$ cat src/rtl/rr_mux_arbiter_if.sv
`default_nettype none
// ============================================================================
//  Module      : rr_mux_arbiter_if
//  Description : Bundle of the request/data/grant signals between four
//                requesters and the shared 3-bit channel arbiter.
//                  req[3:0]    request per requester (req[i] owns in<i>)
//                  in0..in3    3-bit requester data
//                  gnt[3:0]    one-hot grant, all-zero when idle
//                  sel[1:0]    channel select, index of current grantee
//                  out[2:0]    selected data, 3'b000 when not valid
//                  valid       a grant is active
//                master : requester side, slave : arbiter side.
//  Revision    : 1.0  initial release
// ============================================================================
interface rr_mux_arbiter_if;
  logic [3:0] req;
  logic [2:0] in0;
  logic [2:0] in1;
  logic [2:0] in2;
  logic [2:0] in3;
  logic [3:0] gnt;
  logic [1:0] sel;
  logic [2:0] out;
  logic       valid;

  modport master (
    output req, in0, in1, in2, in3,
    input  gnt, sel, out, valid
  );

  modport slave (
    input  req, in0, in1, in2, in3,
    output gnt, sel, out, valid
  );
endinterface
`default_nettype wire

$ cat src/rtl/rr_mux_arbiter.sv
`default_nettype none
// ============================================================================
//  Module      : rr_mux_arbiter
//  Description : Round-robin arbiter sharing one 3-bit channel among four
//                requesters. A grant is held while its owner keeps
//                requesting, for at most HOLD_MAX consecutive cycles, then
//                passes to the next requester in rotation with no idle gap.
//  Ports       : clk    rising-edge clock
//                reset  asynchronous active-high reset
//                bus    rr_mux_arbiter_if.slave (req, in0..in3 in;
//                       gnt, sel, out, valid out)
//  Parameters  : HOLD_MAX  maximum grant length in cycles (1..15)
//  Revision    : 1.0  initial release
// ============================================================================
module rr_mux_arbiter #(
  parameter int HOLD_MAX = 4
) (
  input  logic              clk,
  input  logic              reset,
  rr_mux_arbiter_if.slave   bus
);

  localparam logic [0:0] c_st_idle  = 1'b0;
  localparam logic [0:0] c_st_grant = 1'b1;

  localparam logic [3:0] c_hold_max = 4'(HOLD_MAX);

  logic [0:0] r_state;
  logic [3:0] r_gnt;
  logic [1:0] r_sel;
  logic [1:0] r_ptr;
  logic [3:0] r_hold_cnt;

  logic [1:0] w_arb_ptr;
  logic [1:0] w_idx;
  logic [1:0] w_win;
  logic       w_found;
  logic       w_keep;
  logic [2:0] w_out;

  // Arbitration start point. On a release the pointer moves past the current
  // owner in the same edge, so the search must already use sel+1; that also
  // puts the old owner last in line.
  always_comb begin
    w_arb_ptr = (r_state == c_st_grant) ? (r_sel + 2'd1) : r_ptr;
    w_idx     = '0;
    w_win     = w_arb_ptr;
    w_found   = 1'b0;
    // Walk from the lowest priority up so the highest-priority hit wins.
    for (int k = 3; k >= 0; k--) begin
      w_idx = w_arb_ptr + 2'(k);
      if (bus.req[w_idx]) begin
        w_found = 1'b1;
        w_win   = w_idx;
      end
    end
  end

  assign w_keep = bus.req[r_sel] && (r_hold_cnt < c_hold_max);

  always_ff @(posedge clk or posedge reset) begin
    if (reset) begin
      r_state    <= c_st_idle;
      r_gnt      <= 4'b0000;
      r_sel      <= 2'b00;
      r_ptr      <= 2'b00;
      r_hold_cnt <= 4'd0;
    end else begin
      case (r_state)
        c_st_idle: begin
          if (w_found) begin
            r_state    <= c_st_grant;
            r_gnt      <= 4'b0001 << w_win;
            r_sel      <= w_win;
            r_hold_cnt <= 4'd1;
          end
        end
        c_st_grant: begin
          if (w_keep) begin
            r_hold_cnt <= r_hold_cnt + 4'd1;
          end else begin
            r_ptr <= r_sel + 2'd1;
            if (w_found) begin
              r_gnt      <= 4'b0001 << w_win;
              r_sel      <= w_win;
              r_hold_cnt <= 4'd1;
            end else begin
              // sel deliberately keeps its last value when going idle.
              r_state    <= c_st_idle;
              r_gnt      <= 4'b0000;
              r_hold_cnt <= 4'd0;
            end
          end
        end
        default: begin
          r_state <= c_st_idle;
        end
      endcase
    end
  end

  // Channel data is not sampled: input changes during a grant pass through.
  always_comb begin
    w_out = 3'b000;
    if (|r_gnt) begin
      case (r_sel)
        2'd0:    w_out = bus.in0;
        2'd1:    w_out = bus.in1;
        2'd2:    w_out = bus.in2;
        default: w_out = bus.in3;
      endcase
    end
  end

  assign bus.gnt   = r_gnt;
  assign bus.sel   = r_sel;
  assign bus.valid = |r_gnt;
  assign bus.out   = w_out;

endmodule
`default_nettype wire

$ cat src/flat_wrapper.sv
// flat-port wrapper written by rule: the top's interface ports become plain ports
module rr_mux_arbiter_flat 
#(
  parameter int HOLD_MAX = 4
)
  (clk, reset, bus_req, bus_in0, bus_in1, bus_in2, bus_in3, bus_gnt, bus_sel, bus_out, bus_valid);
  rr_mux_arbiter_if bus_i ();
  input  logic clk;
  input  logic reset;
  input wire logic [$bits(bus_i.req)-1:0] bus_req;
  input wire logic [$bits(bus_i.in0)-1:0] bus_in0;
  input wire logic [$bits(bus_i.in1)-1:0] bus_in1;
  input wire logic [$bits(bus_i.in2)-1:0] bus_in2;
  input wire logic [$bits(bus_i.in3)-1:0] bus_in3;
  output wire logic [$bits(bus_i.gnt)-1:0] bus_gnt;
  output wire logic [$bits(bus_i.sel)-1:0] bus_sel;
  output wire logic [$bits(bus_i.out)-1:0] bus_out;
  output wire logic [$bits(bus_i.valid)-1:0] bus_valid;
  assign bus_i.req = bus_req;
  assign bus_i.in0 = bus_in0;
  assign bus_i.in1 = bus_in1;
  assign bus_i.in2 = bus_in2;
  assign bus_i.in3 = bus_in3;
  assign bus_gnt = bus_i.gnt;
  assign bus_sel = bus_i.sel;
  assign bus_out = bus_i.out;
  assign bus_valid = bus_i.valid;
  rr_mux_arbiter #(.HOLD_MAX(HOLD_MAX)) u_core (.clk(clk), .reset(reset), .bus(bus_i));
endmodule
$ cat config.mk
export PLATFORM = sky130hd
export DESIGN_NAME = rr_mux_arbiter_flat
export DESIGN_NICKNAME = d
export VERILOG_FILES = /design/src/rtl/rr_mux_arbiter_if.sv /design/src/rtl/rr_mux_arbiter.sv /design/src/flat_wrapper.sv
export SDC_FILE = /design/constraint.sdc
export NUM_CORES = 1
export LEC_CHECK = 0
export ABC_AREA = 1
export CORE_AREA = 10 10 48 78
export DETAILED_ROUTE_END_ITERATION = 8
export DIE_AREA = 0 0 58 88
export GPL_TIMING_DRIVEN = 0
export PLACE_DENSITY = 0.7
export SLEW_MARGIN = 10
export SYNTH_ARGS = -nofsm -noshare
export SYNTH_HDL_FRONTEND = slang
export SYNTH_SLANG_ARGS = --single-unit
$ cat constraint.sdc
create_clock -name clk -period 1.9 [get_ports clk]
set_input_delay 0.19 -clock clk [delete_from_list [all_inputs] [get_ports clk]]
set_output_delay 0.19 -clock clk [all_outputs]
set_load 0.005 [all_outputs]
# Yosys cells after proc, flatten, opt, wreduce, memory -nomap -nowiden
# Index checks and enable logic that the tools add are counted.
# word_totals
n_memories	0
out_inout_bits	10
mem_bits_ro	0
mem_bits_rw	0
latchBits	0
elab_cells	63
inputBits	18
register_bits	13
# op_classes
div	0
shift	1
muxes	35
n_addsub	5
n_bitwise	2
order_cmp	6
n_reduce_logical	5
n_mul	0
eq_ne	4
# op_table
operator	n
two-way mux 4 bit	5
case mux 4 bit (2 select lines)	2
< comparator 2 x 3 -> 1 bit (second input constant)	5
two-way mux 2 bit	7
two-way mux 1 bit	12
binary-select mux 1 bit (select 2 bit)	5
case mux 3 bit (3 select lines)	1
adder 2 x 1 -> 2 bit (second input constant)	2
adder 2 bit (second input constant)	2
adder 4 x 1 -> 4 bit (second input constant)	1
< comparator 4 x 3 -> 1 bit (second input constant)	1
case mux 2 bit (2 select lines)	1
AND reduction 2 bit	2
OR reduction 4 bit	1
<< shifter 1 x 2 -> 4 bit (first input constant)	1
two-way mux 3 bit	1
== test 2 x 1 -> 1 bit (second input constant)	1
== test 2 bit (second input constant)	1
logical NOT 2 bit	1
inequality test 2 x 1 -> 1 bit (second input constant)	1
inequality test 2 bit (second input constant)	1
NOT 1 bit	2
case mux 1 bit (2 select lines)	1
logical AND 1 bit	1

# Logic depth before layout (Yosys ltp)
# logic_depth
ltp_word	13
mapped_depth	16
depth_no_buf	16

# Worst setup path before layout
# No wires, ideal clock.
# synth_timing
kind	register to register
start	register u_core.r_sel[0], in the netlist u_core.bus.sel[0]
end	register u_core.r_sel[0], in the netlist u_core.bus.sel[0]
path_buffers	0
arrival_ns	1.813
slack_ns	-0.032
t_required_ns	1.781
stages_incl_launch_ff	16
period_less_slack_ns	1.932
path_cell_list	dfrtp_1 inv_1 ha_1 inv_1 nand2_1 nand2_1 nand2_1 nand2_1 nand2_1 nand2_2 nand2_1 nand2_1 nand2_1 nand2_1 nand3_1 o21a_1
# synth_between
elab_chain_len	12
# synth_lines
item	line_no	source
start, declared	rr_mux_arbiter.sv:30	logic [1:0] r_sel;
start signal, assigned	rr_mux_arbiter.sv:74	r_sel <= w_win;
start signal, assigned	rr_mux_arbiter.sv:85	r_sel <= w_win;
adder 2 x 1 -> 2 bit	rr_mux_arbiter.sv:45	w_arb_ptr = (r_state == c_st_grant) ? (r_sel + 2'd1) : r_ptr;
two-way mux 2 bit	rr_mux_arbiter.sv:45	
adder 2 bit	rr_mux_arbiter.sv:51	w_idx = w_arb_ptr + 2'(k);
binary-select mux 1 bit (select 2 bit)	rr_mux_arbiter.sv:52	if (bus.req[w_idx]) begin
two-way mux 1 bit (implied by the code)	rr_mux_arbiter.sv:52	
two-way mux 2 bit or two-way mux 1 bit (tied branches) (4 in series)	rr_mux_arbiter.sv:52	
two-way mux 2 bit	rr_mux_arbiter.sv:71, rr_mux_arbiter.sv:83	
two-way mux 2 bit	rr_mux_arbiter.sv:79	if (w_keep) begin
case mux 2 bit (2 select lines)	rr_mux_arbiter.sv:69	case (r_state)
# Several ways; a longest one is shown, not always the timed one. The select of a mux whose other input is x is not followed.
# A chain may end at the register's enable or synchronous reset.

# Worst setup path in the final report
# layout_timing
start	register u_core.r_sel[0], in the netlist u_core.bus.sel[0]
end	register u_core.r_gnt[2], in the netlist u_core.bus.gnt[2]
# layout_between
elab_chain_len	13
# layout_lines
item	line_no	source
adder 2 x 1 -> 2 bit	rr_mux_arbiter.sv:45	
two-way mux 2 bit	rr_mux_arbiter.sv:45	
adder 2 bit	rr_mux_arbiter.sv:51	
binary-select mux 1 bit (select 2 bit)	rr_mux_arbiter.sv:52	
two-way mux 1 bit (implied by the code)	rr_mux_arbiter.sv:52	
two-way mux 2 bit (4 in series)	rr_mux_arbiter.sv:52	
<< shifter 1 x 2 -> 4 bit	rr_mux_arbiter.sv:73, rr_mux_arbiter.sv:84	
two-way mux 4 bit	rr_mux_arbiter.sv:83	if (w_found) begin
two-way mux 4 bit	rr_mux_arbiter.sv:79	
case mux 4 bit (2 select lines)	rr_mux_arbiter.sv:69	
end signal, assigned	rr_mux_arbiter.sv:73	r_gnt <= 4'b0001 << w_win;
end signal, assigned	rr_mux_arbiter.sv:84	r_gnt <= 4'b0001 << w_win;
end, declared	rr_mux_arbiter.sv:29	logic [3:0] r_gnt;
# Several ways; a longest one is shown, not always the timed one. The select of a mux whose other input is x is not followed.

==> run summary <==
The proportion of synthesized chip area in sequential cells came out at 0.320. The top achievable clock speed is roughly 0.52 GHz. Yosys mapped a number of flops with a built-in enable equal to 0. Max-cap violations in this run came to 0. The global-route wire length before repair is 5510 um. Of the cells placed in the final design, the portion with a size suffix greater than 1 is 0.313. The via count of the first global-routing pass came out at 1200. The capturing element type of the critical path is a flop. Synthesis inferred 13 register bits. The total number of cells along the worst setup path came out at 13. The worst slew margin relative to its limit is 0.661.

The clock input transition at the sequential cells of the worst setup and hold paths came out at around 0.06 ns. The congestion estimate from routability-driven global placement came to slightly above 0.8. The smallest clock period supported by the final layout is computed as 1.92 ns. By area the synthesized netlist is led by dfrtp_1, nand2_1, inv_1, nand3_1, ha_1. The maximum number of pins on one net before global-route repair is 14.

On the worst path, the slowest cell contributes a delay of around 0.45 ns. The net count after synthesis is approximately 180. The largest delay contributor family on the critical path is simple AND/OR/NAND/NOR gates. The total area inside the core boundary comes to 2460 sq um. The via count normalized by instance count is ~5.3. The total number of placement rows is 24. The origin of the critical flop-to-flop path is u_core.bus.sel[0]. The H-tree depth reported by CTS came out at 1. By area, the combinational part of the netlist is dominated by simple AND/OR/NAND/NOR gates.

The total instance count after detailed placement is 212. The number of cells on the worst reg-to-reg path is 13. In the routed design, unresolved DRC markers number 0. The routed design has around 3600 um of wire. The area growth from synthesis to final layout is 57.1%.

For the worst setup path, the data arrival time is between 2 and 2.5 ns. The final reports fail on negative setup slack. The initial antenna violation count is 0.

The run finished, with violations left. The height of the die is between 80 and 90 um. The insertion delay to the later sink of the worst-skew pair came out at ~0.25 ns. The final instance area is around 1600 sq um.

For this run, the leading register cell type out of synthesis is dfrtp_1. After synthesis, the most frequently instantiated cells are nand2_1, inv_1, nand3_1, dfrtp_1, o21ai_0. In the global route stage, overall resource usage came out at 0.133.

The maximum clock insertion buffer count is 2. The residual antenna-violating net count after detailed routing is 0. Of the total synthesized cell area, the portion taken by full adders, half adders and majority gates is 0.0615.

The final route contains roughly 1200 vias. Synthesis produced a netlist whose cell count is between 150 and 200. Of the post-synthesis cell area, the dominant cell type holds 0.320. The most numerous cell type found on the critical path is nand2_2.

The floorplan step defined a die boundary enclosing around 5100 sq um. Among all stages on the critical path, the largest delay is contributed by dfrtp_2. The number of standard cells in the layout, taps in and fillers out came out at between 200 and 250. The global-route track usage on met3 came out at 0.0377.

The final net count came out at 225. The synthesized-area fraction occupied by xor and xnor cells came out at 0. The synthesized area per cell came out at roughly 6.4 sq um. The final routed wire length divided by cell count came out at around 16 um. The number of CTS-inserted buffers came out at 3. The min-delay analysis places its worst path in the category in -> async. For this run, global-route usage on met2 was measured as 0.241. Setup repair after global routing could not meet its margin everywhere. In this run the worst path has a maximum fanout of 6. The share of flip-flops with an asynchronous set or reset is 1.00. The overall die width came out at between 50 and 60 um. The aggregate global routing overflow came out at 0.

The worst setup path is launched from a flop. Of the available clock period, the critical path in the final layout requires 1.01. The dominant cell type by area after synthesis is dfrtp_1. The number of buffer and inverter instances along the worst setup path is 2.

Following the worst setup path forward leads to its endpoint at u_core.bus.gnt[2]. In this run the clock root is driven by a clkbuf_8. The most instantiated library cell after synthesis is nand2_1. The combined area of all synthesized cells is approximately 1000 sq um. The layout filler cell count came out at around 210. In this run the count of I/O pins placed on the die edge is 28.

The number of pins with negative max-slew slack in the final report came out at 0. The minimum setup slack in the final design is -0.0163 ns. Of the total synthesized cell area, the portion taken by AND, OR, NAND and NOR gates is 0.407. Once detailed placement completed, the half-perimeter wirelength came to about 2500 um. The sequential cells in the finished layout cover a total of about 330 sq um.

The global routing stage identified its most utilized layer as met2. The sink count of the clock tree is 13. In this run the worst setup path begins at u_core.bus.sel[0]. The total number of yosys warnings came out at 0.

The endpoint identified for the worst register-to-register timing path is u_core.bus.gnt[2]. The number of distinct standard cells referenced by the synthesized netlist came out at 21. Across the routed clock network, the largest skew measured is about 0.0027 ns. The number of endpoints with negative hold slack in the final report came out at 0.

The initial cell density of the core came out at 0.413. The critical path goes through inv_4 > ha_4 > inv_2 > nand2_2 > nand2_4 > nand2_2 > nand2_2 > nand2_2 > nand2_4 > nor2_4 > nor2_4 > nand3_2 > o21bai_1. The slack of the worst reg-to-reg path is -0.02 ns. The area occupied by multi-input gates came out at ~750 sq um. The number of failing setup endpoints in the final timing report came out at 3. The number of violations reported at the end of detailed-routing iteration 0 is 40. The critical path is of the reg -> reg type.

The count of port buffers added during placement came out at 27. After synthesis, the share of cell area in mux cells is 0. The synthesized-area fraction occupied by ao, oa, aoi and oai cells is 0.127. The placement-stage cell area came out at 1320 sq um.

The slew at the pin closest to its max-slew limit is about 0.51 ns. The antenna cell count came out at 0. The met1 routing resource usage after global routing came out at 0.131. The clock tree from TritonCTS is done. The count of TritonRoute iterations in the first routing pass is 5. The data required time of the worst path is a little over 2 ns.
## per-layer routing
| layer | share of wire | vias up |
|---|---|---|
| met3 | 0.065 | 9 |
| met1 | 0.36 | 552 |
| met2 | 0.55 | 49 |
| li1 | - | 598 |
| met5 | 0 | - |
| met4 | 0.024 | 0 |
## metrics by stage
| stage | TNS, ns | setup slack [ns] | utilization | hold slack, ns |
|---|---|---|---|---|
| final | -0.0170 | -0.0163 | 0.649 | 0.268 |
| after floorplan | 0 | 0.0382 | - | 0.0669 |
| after global placement | -1.29 | -0.186 | 0.537 | 0.489 |
| after global routing | -0.711 | -0.111 | 0.649 | 0.292 |
| after CTS | -0.00620 | -0.00513 | 0.583 | 0.275 |
| after detailed placement | -1.99 | -0.244 | 0.537 | 0.502 |
## layout make-up
cell class / count / share of cell area
Clock buffer: 3 / 0.0258
Clock inverter: 1 / 0.00313
Inverter: 23 / 0.0572
Multi-Input combinational cell: 123 / 0.468
Sequential cell: 13 / 0.206
Tap cell: 26 / 0.0204
Timing Repair Buffer: 38 / 0.220
## worst register-to-register path: cells and delay by family (launching register included)
kind | cells | cell delay, ns
fa+ha+maj | 1 | 0.20
simple gates | 9 | 0.90
buf+inv | 2 | 0.15
compound gates | 1 | 0.16
flops | 1 | 0.45
## registers in the layout, summed over array words and instances, names as in the netlist
register and flops:
u_core.bus.gnt 4, u_core.r_hold_cnt 4, u_core.bus.sel 2, u_core.r_ptr 2, u_core.r_state 1
## cell usage in the layout, fill, tap and decap left out, drive strengths merged, types with 2 or more instances in the layout
master          n
a21oi           5
a31oi           3
buf            11
clkbuf          3
clkdlybuf4s50  23
dfrtp          13
dlygate4sd2     3
ha              5
inv            23
nand2          69
nand3          14
nand4           2
nor2            7
o21a            2
o21ai          11
## kinds of logic after synthesis
| group | after synthesis |
|---|---|
| and+or+nand+nor | 95 |
| AOI/OAI and AO/OA | 23 |
| buffers and inverters | 23 |
| DFF | 13 |
| adders and majority gates | 5 |
## what timing repair did
item                       in CTS  in global routing
hold buffers                    0                  0
pin swaps                       3                 19
resized for setup              13                 39
setup endpoints to repair      15                 11
hold endpoints to repair        0                  0
buffers inserted                5                  6
## worst min path at each step
stage | start | endpoint | slack, ns | depth (start not counted)
after floorplan | reset | u_core.bus.gnt[0] | 0.07 | 1
after global placement | u_core.bus.gnt[1] | u_core.bus.gnt[1] | 0.49 | 2
after detailed placement | u_core.bus.gnt[0] | u_core.bus.gnt[0] | 0.50 | 2
after CTS | reset | u_core.r_hold_cnt[2] | 0.28 | 2
after global routing | reset | u_core.r_hold_cnt[3] | 0.29 | 2
final | reset | u_core.r_hold_cnt[2] | 0.27 | 2
Power is not shown: default switching activity piles up to over one toggle a cycle in this logic, so the estimate is an artifact.
